===== config.mk =====
export PLATFORM = sky130hd
export DESIGN_NAME = iomem_arbiter
export DESIGN_NICKNAME = d
export VERILOG_FILES = /design/src/rtl/iomem_pkg.sv /design/src/rtl/iomem_timeout_ctr.sv /design/src/rtl/iomem_arbiter.sv
export SDC_FILE = /design/constraint.sdc
export NUM_CORES = 1
export LEC_CHECK = 0
export BUFFER_PORTS_ARGS = -buffer_cell sky130_fd_sc_hd__buf_2
export CAP_MARGIN = 20
export CORE_AREA = 2 2 124 126
export DETAILED_ROUTE_END_ITERATION = 8
export DIE_AREA = 0 0 126 128
export SYNTH_ARGS = -nofsm -noshare
export SYNTH_HDL_FRONTEND = slang
export SYNTH_SLANG_ARGS = --single-unit

===== constraint.sdc =====
create_clock -name clk_pll -period 1.95 [get_ports clk_pll]
set_input_delay 0.2925 -clock clk_pll [delete_from_list [all_inputs] [get_ports clk_pll]]
set_output_delay 0.2925 -clock clk_pll [all_outputs]
set_load 0.05 [all_outputs]

===== src/rtl/iomem_pkg.sv =====
// -----------------------------------------------------------------------------
// iomem_pkg
// Shared definitions for the iomem arbiter slice: bus field widths, the FSM
// state encoding and the default read data returned on a timed-out access.
// -----------------------------------------------------------------------------
package iomem_pkg;

    localparam int ADDR_W = 32;
    localparam int DATA_W = 32;
    localparam int STRB_W = 4;

    // rdata handed back to a master whose access the slave never acknowledged
    localparam logic [DATA_W-1:0] ERR_DATA_DEF = 32'hDEAD_BEEF;

    typedef enum logic [1:0] {
        ST_IDLE = 2'd0,
        ST_BUSY = 2'd1,
        ST_DONE = 2'd2
    } arb_state_e;

endpackage : iomem_pkg


===== src/rtl/iomem_timeout_ctr.sv =====
// -----------------------------------------------------------------------------
// iomem_timeout_ctr
// Bus watchdog: a 16-bit cycle timer plus a saturating 8-bit count of
// forced completions.
//   clk_pll      in   system clock
//   resetn       in   synchronous active-low reset
//   clr_i        in   force timer to zero (has priority over en_i)
//   en_i         in   count one cycle of an outstanding access
//   expire_o     out  timer has reached TIMEOUT-1
//   pulse_o      out  forced completion happens this cycle
//   err_count_o  out  saturating number of forced completions
// -----------------------------------------------------------------------------
module iomem_timeout_ctr
    import iomem_pkg::*;
#(
    parameter int TIMEOUT = 255
) (
    input  logic       clk_pll,
    input  logic       resetn,
    input  logic       clr_i,
    input  logic       en_i,
    output logic       expire_o,
    output logic       pulse_o,
    output logic [7:0] err_count_o
);

    localparam logic [15:0] TMO_LAST = 16'(TIMEOUT - 1);

    logic [15:0] timer_q;
    logic [15:0] timer_d;
    logic [7:0]  err_q;
    logic [7:0]  err_d;

    assign expire_o    = (timer_q == TMO_LAST);
    // An expiry only counts while the access is still live (not being cleared)
    assign pulse_o     = en_i & ~clr_i & expire_o;
    assign err_count_o = err_q;

    // Next-state for the cycle timer and the saturating error counter
    always_comb begin
        timer_d = timer_q;
        err_d   = err_q;
        if (clr_i) begin
            timer_d = 16'd0;
        end else if (en_i) begin
            timer_d = timer_q + 16'd1;
        end else begin
            timer_d = timer_q;
        end
        if (pulse_o && (err_q != 8'hFF)) begin
            err_d = err_q + 8'd1;
        end else begin
            err_d = err_q;
        end
    end

    // Timer and error counter registers
    always_ff @(posedge clk_pll) begin
        if (!resetn) begin
            timer_q <= 16'd0;
            err_q   <= 8'd0;
        end else begin
            timer_q <= timer_d;
            err_q   <= err_d;
        end
    end

endmodule : iomem_timeout_ctr


===== src/rtl/iomem_arbiter.sv =====
// -----------------------------------------------------------------------------
// iomem_arbiter
// Round-robin arbiter sharing one iomem slave bus between two masters, with a
// watchdog that force-completes accesses the slave never acknowledges.
//   clk_pll, resetn                     clock, synchronous active-low reset
//   m0_* / m1_*                         master request ports (valid held until
//                                       ready; ready/rdata are 1-cycle pulses)
//   s_valid/s_wstrb/s_addr/s_wdata      forwarded request to the slave
//   s_ready/s_rdata                     slave completion and read data
//   timeout_pulse                       one cycle per forced completion
//   err_count                           saturating count of timeouts
// Each access runs IDLE -> BUSY -> DONE; DONE is a dead cycle so a master
// has time to drop valid before the next arbitration.
// -----------------------------------------------------------------------------
module iomem_arbiter
    import iomem_pkg::*;
#(
    parameter int                TIMEOUT  = 255,
    parameter logic [DATA_W-1:0] ERR_DATA = ERR_DATA_DEF
) (
    input  logic              clk_pll,
    input  logic              resetn,
    input  logic              m0_valid,
    output logic              m0_ready,
    input  logic [STRB_W-1:0] m0_wstrb,
    input  logic [ADDR_W-1:0] m0_addr,
    input  logic [DATA_W-1:0] m0_wdata,
    output logic [DATA_W-1:0] m0_rdata,
    input  logic              m1_valid,
    output logic              m1_ready,
    input  logic [STRB_W-1:0] m1_wstrb,
    input  logic [ADDR_W-1:0] m1_addr,
    input  logic [DATA_W-1:0] m1_wdata,
    output logic [DATA_W-1:0] m1_rdata,
    output logic              s_valid,
    input  logic              s_ready,
    output logic [STRB_W-1:0] s_wstrb,
    output logic [ADDR_W-1:0] s_addr,
    output logic [DATA_W-1:0] s_wdata,
    input  logic [DATA_W-1:0] s_rdata,
    output logic              timeout_pulse,
    output logic [7:0]        err_count
);

    arb_state_e        state_q, state_d;
    logic              grant_q, grant_d;   // 0 = m0, 1 = m1
    logic              last_q,  last_d;    // master served by the last completion
    logic              busy_s;
    logic              gnt_valid_s;
    logic              expire_s;
    logic              done_s;
    logic [DATA_W-1:0] rdata_s;

    assign busy_s      = (state_q == ST_BUSY);
    assign gnt_valid_s = grant_q ? m1_valid : m0_valid;

    iomem_timeout_ctr #(
        .TIMEOUT (TIMEOUT)
    ) u_tmo (
        .clk_pll     (clk_pll),
        .resetn      (resetn),
        // Timer only runs while a live, unacknowledged access is outstanding
        .clr_i       (~busy_s | s_ready | ~gnt_valid_s),
        .en_i        (busy_s),
        .expire_o    (expire_s),
        .pulse_o     (timeout_pulse),
        .err_count_o (err_count)
    );

    // Arbitration, next-state and slave-side request muxing
    always_comb begin
        state_d = state_q;
        grant_d = grant_q;
        last_d  = last_q;
        s_valid = 1'b0;
        s_wstrb = 4'h0;
        s_addr  = 32'h0;
        s_wdata = 32'h0;
        done_s  = 1'b0;
        rdata_s = 32'h0;
        case (state_q)
            ST_IDLE: begin
                if (m0_valid && m1_valid) begin
                    grant_d = ~last_q;
                    state_d = ST_BUSY;
                end else if (m0_valid) begin
                    grant_d = 1'b0;
                    state_d = ST_BUSY;
                end else if (m1_valid) begin
                    grant_d = 1'b1;
                    state_d = ST_BUSY;
                end else begin
                    state_d = ST_IDLE;
                end
            end
            ST_BUSY: begin
                s_valid = 1'b1;
                if (grant_q) begin
                    s_wstrb = m1_wstrb;
                    s_addr  = m1_addr;
                    s_wdata = m1_wdata;
                end else begin
                    s_wstrb = m0_wstrb;
                    s_addr  = m0_addr;
                    s_wdata = m0_wdata;
                end
                // A master abandoning its request wins over any completion
                if (!gnt_valid_s) begin
                    state_d = ST_IDLE;
                end else if (s_ready) begin
                    done_s  = 1'b1;
                    rdata_s = s_rdata;
                    last_d  = grant_q;
                    state_d = ST_DONE;
                end else if (expire_s) begin
                    done_s  = 1'b1;
                    rdata_s = ERR_DATA;
                    last_d  = grant_q;
                    state_d = ST_DONE;
                end else begin
                    state_d = ST_BUSY;
                end
            end
            ST_DONE: begin
                state_d = ST_IDLE;
            end
            default: begin
                state_d = ST_IDLE;
            end
        endcase
    end

    // Completion is steered only to the granted master; rdata is 0 otherwise
    assign m0_ready = done_s & ~grant_q;
    assign m1_ready = done_s &  grant_q;
    assign m0_rdata = m0_ready ? rdata_s : 32'h0;
    assign m1_rdata = m1_ready ? rdata_s : 32'h0;

    // FSM, grant and round-robin history registers
    always_ff @(posedge clk_pll) begin
        if (!resetn) begin
            state_q <= ST_IDLE;
            grant_q <= 1'b0;
            last_q  <= 1'b1;
        end else begin
            state_q <= state_d;
            grant_q <= grant_d;
            last_q  <= last_d;
        end
    end

endmodule : iomem_arbiter


==> reports/results.ini, run 1 <==
[detailed_routing]
drtIter0Drc=130
wl_um=15300
vias=4093
drc=0
firstDrtPassIters=4
wire_per_inst_um=16.3
ant_nets=0
viasPerCell=4.37

[grt]
antenna_found_initial=2
grt_usage_pct=16.6
grt_pass1_vias=3787
grt_pass1_wl_um=21100
grt_overflow=0
grt_max_degree=36

[worst_setup_path]
reg2reg_slack_ns=0.14
critPathBufInv=3
cp_slowest_cell=or3_4
start_kind=flop
required_ns=1.66
crit_type=flop to output port
path_delay_family=simple AND/OR/NAND/NOR gates
cp-end-kind=output port
cp.arrival_ns=2.27
crit_chain=inv_1, ha_1, and3_4, a41oi_2, or3_4, or2_4, clkbuf_16, nor2_4, buf_6
crit_fanout=5
slowest_delay_ns=0.39

[cells_and_area]
layout_common_cells=234 x buf_2, 64 x mux2i_1, 57 x nor2_4
nFillCells=1493
final_util_pct=43.2
syn2layout_area_growth_pct=121
final_layout_size_suffix_gt1_share_pct=69.2
final_common_cell=buf_2
fin_nets=924
layoutNonFillerInstCount=937

[cts]
cts_max_path_buffers=2
clkSinkCount=28
clk_latency_ns=0.26
htree_levels=1
path_clk_slew_ns=0.07
cts-root-buf=clkbuf_16
cts_tree=yes
numCtsBuffers=3

[logic_synthesis]
syn_nets=579
synth.distinct_cells=40
synthAdderAreaFrac_pct=1.29
synth-compound-area-share_pct=3.36
synth_top_area_share_pct=24.1
synth_xor_area_share_pct=4.53
synth-seq-cells=28
synth.area.mux_share_pct=24.1
synthesis.area_mm2=0.00290
ys_warn_count=0
synth_top_area_cell=mux2i_1
synthCells=403
synth-simple-area-share_pct=41.4
synth_top_family_by_area=simple AND/OR/NAND/NOR gates
synth.top_cells.by_area=mux2i_1 24%, dfxtp_1 19%, nor2_1 17%
syn_area_per_cell_um2=7.20
seq_area_frac_synth_pct=19.3

[timing]
finalHoldViolCount=0
fmaxAchievable_ghz=0.390
finalCriticalPeriod_ns=2.56
setup_viol=50
fin_crit_sh_pct=131
drv_slew=0
rsz0062_at_grt=yes
setup_ws_ns=-0.614
setup_tns_ns=-25.86
tightest_slew_ns=0.643
skew_ns=0.00410
relSlewSlack_pct=57.0

[run_status]
status=complete, but fails checks
violations=negative setup slack

[die]
rows=45
die_area_mm2=0.0161
die_w_um=126
start_util_pct=19.5
coreArea_mm2=0.0149
die_y_um=128
pin_count=317

[min_path]
hold_class=primary input to flop

[place]
place_ws_ns=-0.435
port_buffers=316
gp_congestion=0.800
dp.cells=922
hpwl_um=11900

[pwr]
irDropWorstVdd_mv=0.362
p_per_area_mw_per_mm2=413
leakagePower_nw=2.95
total_power_w=0.00266

[flow_run]
max_cap_viol_count=0

worst register-to-register path, stage by stage, from the launching register on:
cell,delay (ns)
dfxtp_1,0.31
inv_1,0.06
ha_1,0.15
and3_4,0.19
buf_4,0.10
and4_2,0.25
nand3_2,0.14
buf_4,0.19
o41ai_1,0.31
synthesized netlist by cell type:
master and instances:
nor2_1 132, a41oi_1 1, nor3_1 1, buf_2 2
a21oi_1 4, a32oi_1 1, ha_1 3, and4_2 2
nor3b_1 1, and3_2 1, inv_2 1, or3_1 5
and2_1 17, buf_8 1, or2_1 1, o41ai_1 1
buf_6 2, buf_12 1, xor2_1 13, clkbuf_1 17
xnor2_1 2, o21ai_0 4, nand2_1 15, o311ai_0 1
nor4_4 2, nor2b_1 25, dfxtp_1 28, nand3_1 9
and4_1 2, nor2_4 9, mux2i_1 70, inv_1 6
o21bai_1 2, and3_1 3, buf_1 4, a211oi_1 1
nor4_1 2, nand4_1 7, and4b_1 1, nand2b_1 3
logic make-up (layout without fill, tap and decap cells):
group | Yosys count | after routing
AND/OR/NAND/NOR | 238 | 238
multiplexers | 70 | 70
buffers and inverters | 34 | 378
flip-flops | 28 | 28
AO/OA/AOI/OAI | 15 | 15
XOR/XNOR | 15 | 15
adder cells (fa/ha/maj) | 3 | 3
other | 0 | 2
routing by layer:
| metal | vias to the layer above | global-route usage [%] | share of wire, % |
|---|---|---|---|
| li1 | 2033 | - | - |
| met2 | 205 | 29.3 | 51 |
| met5 | - | 0 | 0 |
| met4 | 0 | 2.07 | 0.76 |
| met3 | 8 | 4.88 | 9.5 |
| met1 | 1847 | 20.6 | 39 |
stage by stage:
stage               hold WS [ns]  instance area, um^2
floorplan                  0.364                 3450
global placement           0.456                 5560
detailed placement         0.453                 5560
CTS                        0.289                 6160
global route               0.298                 6420
finish                     0.293                 6430
path summary, 6_finish.rpt:
| path | startpoint | endpoint | depth (start not counted) |
|---|---|---|---|
| hold reg to reg | last_q | last_q | 2 |
| setup / recovery | u_tmo.timer_q[0] | m0_rdata[27] | 9 |
| setup reg to reg | u_tmo.timer_q[0] | u_tmo.err_count_o[5] | 8 |
| hold / removal | resetn | last_q | 2 |
power by group:
group,internal (W),switching (W),total [W]
clock,0.000357,0.000205,0.000562
sequential,0.000578,0.00000496,0.000583
combinational,0.000545,0.000966,0.00151
total,0.00148,0.00118,0.00266
layout make-up:
type | count | area, um^2 | area share [%]
well taps | 188 | 235 | 3.66
clock buffers | 4 | 100 | 1.56
diodes | 2 | 5.00 | 0.0779
repair buffers | 367 | 2730 | 42.4
multi-input cells | 341 | 2740 | 42.7
inverters | 7 | 46.3 | 0.720
flip-flops and latches | 28 | 571 | 8.88
flip-flops by register name, summed over array words and instances (netlist names):
name,cells
u_tmo.timer_q,16
u_tmo.err_count_o,8
state_q,2
grant_q,1
last_q,1
timing repair:
action,4_1_cts,5_1_grt
endpoints found under the setup margin,132,87
hold buffers,0,0
gates cloned,3,4
resized for setup,133,50
setup buffers,0,2
pin swaps,4,14
Power figures use the tool's default switching activity.
==> run 2: changes to the inputs <==
- ABC_AREA: unset -> 1
- CORE_AREA: 2 2 124 126 -> 2 2 122 124
- DIE_AREA: 0 0 126 128 -> 0 0 124 126
==> run 2 against run 1 <==
Compared with the run above:
- the flow still finishes with violations (negative setup slack)
- core utilization is 4.1 points higher
- register-to-register slack better by 0.13 ns
- power rose by 4.3%
- critical path depth is 2 higher
- combinational power is 9.9% higher
- sequential power is 1% higher
- die area decreased by 3.1%
- routed wire length rose by 15%
- critical endpoint is now m1_rdata[24]
- synthesized cell count up 43%
==> reports/results.ini, run 2 <==
[timing]
fin_crit_sh_pct=111  ; -21 points
setup_viol=66  ; +32%
drv_slew=0  ; unchanged
relSlewSlack_pct=63.9  ; +6.9 points
tightest_slew_ns=0.540  ; -0.103 ns
skew_ns=0.00309  ; -0.00101 ns
setup_ws_ns=-0.213  ; +0.401 ns
fmaxAchievable_ghz=0.462  ; +19%
rsz0062_at_grt=yes
finalHoldViolCount=0  ; unchanged
finalCriticalPeriod_ns=2.16  ; -0.401 ns

[logic_synthesis]
yosysMostFrequentCell=nand2_1
synth_flop_cell=dfxtp_1
ys_warn_count=0  ; unchanged
syn_area_per_cell_um2=5.30  ; -26%
synthCells=575  ; +43%
synth_edf_count=0  ; unchanged
synth_xor_area_share_pct=2.30  ; -2.2 points
synth.top_cells.by_area=nand2_1 24%, dfxtp_1 18%, a21oi_1 14%
seq_area_frac_synth_pct=18.4  ; -0.93 points
synth.distinct_cells=29  ; -28%
synth.area.mux_share_pct=0  ; -24 points
synth-seq-cells=28  ; unchanged
synth_top_area_cell=nand2_1
synth-compound-area-share_pct=15.6  ; +12 points
synth-simple-area-share_pct=52.0  ; +11 points
synth_top_area_share_pct=23.8  ; -0.38 points
synthesis.area_mm2=0.00305  ; +5.0%
synthTopCellsByCount=193 x nand2_1, 113 x nor2_1, 85 x a21oi_1, 34 x inv_1, 28 x dfxtp_1
synth_top_family_by_area=simple AND/OR/NAND/NOR gates
ys_async_sr_fraction_pct=0  ; unchanged
syn_nets=751  ; +30%
synthAdderAreaFrac_pct=1.23  ; -0.062 points

[cells_and_area]
final_common_cell=buf_2
largest-register=u_tmo.timer_q
fin_nets=1095  ; +19%
largest_reg_flops=16  ; unchanged
syn2layout_area_growth_pct=122
layoutNonFillerInstCount=1103  ; +18%
layout_common_cells=234 x buf_2, 190 x nand2_1, 69 x nor2_4
final_layout_size_suffix_gt1_share_pct=54.9  ; -14 points

[grt]
grt_usage_pct=18.6  ; +2.0 points
antenna_found_initial=1  ; -1
grt_pass1_vias=4316  ; +14%
grt_overflow=0  ; unchanged
grt_pass1_wl_um=22800  ; +8.0%
grt_max_degree=60  ; +67%

[cts]
cts_max_path_buffers=2  ; unchanged
cts_hold_buf=0  ; unchanged
clkSinkCount=28  ; unchanged
cts-root-buf=clkbuf_16
htree_levels=1  ; unchanged
cts_tree=yes
path_clk_slew_ns=0.07  ; about the same
clk_latency_ns=0.26  ; about the same
numCtsBuffers=3  ; unchanged

[run_status]
status=complete, but fails checks
violations=negative setup slack

[die]
die_w_um=124  ; -1.6%
coreArea_mm2=0.0143  ; -3.7%
rows=44  ; -2.2%
die_y_um=126  ; -1.6%
die_area_mm2=0.0156  ; -3.1%
start_util_pct=21.3  ; +1.8 points
pin_count=317  ; unchanged

[worst_setup_path]
cp-end-kind=output port
crit_fanout=5  ; unchanged
start_kind=flop
critPathBufInv=4  ; +1
crit_type=flop to output port
crit_chain=inv_2, ha_4, nand3_4, nor2_4, nand2_2, nand2_4, nand3_4, buf_12, buf_16, nor2_4, buf_8
critPathLaunch=u_tmo.timer_q[0]
slowest_delay_ns=0.33  ; -0.06 ns
cp_slowest_cell=dfxtp_2
required_ns=1.66  ; about the same
path_delay_family=simple AND/OR/NAND/NOR gates
cp.arrival_ns=1.87  ; -0.40 ns
reg2reg_from=u_tmo.timer_q[0]

[place]
dp.cells=1083  ; +17%
hpwl_um=12800  ; +7.4%
gp_congestion=0.800  ; about the same
place_ws_ns=0.0258  ; +0.461 ns
port_buffers=316  ; unchanged

[min_path]
hold_start=resetn
hold_class=primary input to flop

[flow_run]
max_cap_viol_count=0  ; unchanged

[detailed_routing]
drtIter0Drc=238  ; +83%
wl_um=17600  ; +15%
firstDrtPassIters=5  ; +1
viasPerCell=4.58  ; +4.9%
ant_nets=0  ; unchanged
drc=0  ; unchanged
vias=5056  ; +24%
wire_per_inst_um=16.0  ; -2.1%

[pwr]
leakagePower_nw=3.22  ; +9.0%
irDropWorstVdd_mv=0.387  ; +6.9%
p_per_area_mw_per_mm2=409  ; -1.1%

## run 2: final timing paths
kind / slack (ns) / endpoint / cells after the start
setup reg to reg: 0.27 / u_tmo.err_count_o[3] / 12
hold / removal: 0.26 / last_q / 2
setup / recovery: -0.21 / m1_rdata[24] / 11
hold reg to reg: 0.47 / last_q / 2
## run 2: metrics by stage
| step | hold slack (ns) | util [%] | instance area (um^2) | power, W | TNS (ns) |
|---|---|---|---|---|---|
| CTS | 0.260 | 43.9 | 6290 | 0.00267 | -7.95 |
| global placement | 0.455 | 39.5 | 5660 | 0.00210 | 0 |
| floorplan | 0.377 | - | 3530 | 0.00158 | -1.22 |
| global route | 0.265 | 47.3 | 6780 | 0.00291 | -15.07 |
| detailed placement | 0.458 | 39.5 | 5660 | 0.00210 | 0 |
| finish | 0.260 | 47.3 | 6780 | 0.00277 | -9.47 |
## run 2: kinds of logic after synthesis
group,count (synthesis)
AOI/OAI and AO/OA,94
buffers and inverters,71
xor gates and xnor gates,8
and+or+nand+nor,371
adders and majority gates,3
DFF,28
## run 2: final cells by class
cell class | instances | area (um^2)
Clock buffer | 4 | 88.8
Sequential cell | 28 | 572
Tap cell | 184 | 230
Fill cell | 1380 | 7540
Multi-Input combinational cell | 476 | 2770
Antenna cell | 1 | 2.50
Inverter | 40 | 178
Timing Repair Buffer | 370 | 2930
## run 2: metal layers
layer  track usage (%)  vias to the layer above  wire, um
met4              1.78                        0       314
li1                  -                     2507         -
met2              31.4                      238      8450
met1              23.3                     2283      6940
met3              6.88                       28      1900
met5                 0                        -         0
## run 2: timing repair
item / CTS / global route
gates cloned: 2 / 6
resized for setup: 146 / 90
setup buffers: 4 / 3
endpoints found under the setup margin: 70 / 92
endpoints found under the hold margin: 0 / 0
pin swaps: 0 / 8
## run 2: report_power, final
group	leakage [nW]	internal (W)	switching, W
Combinational	2.94	0.000542	0.00112
Clock	0.0442	0.000315	0.000204
Sequential	0.230	0.000579	0.0000114
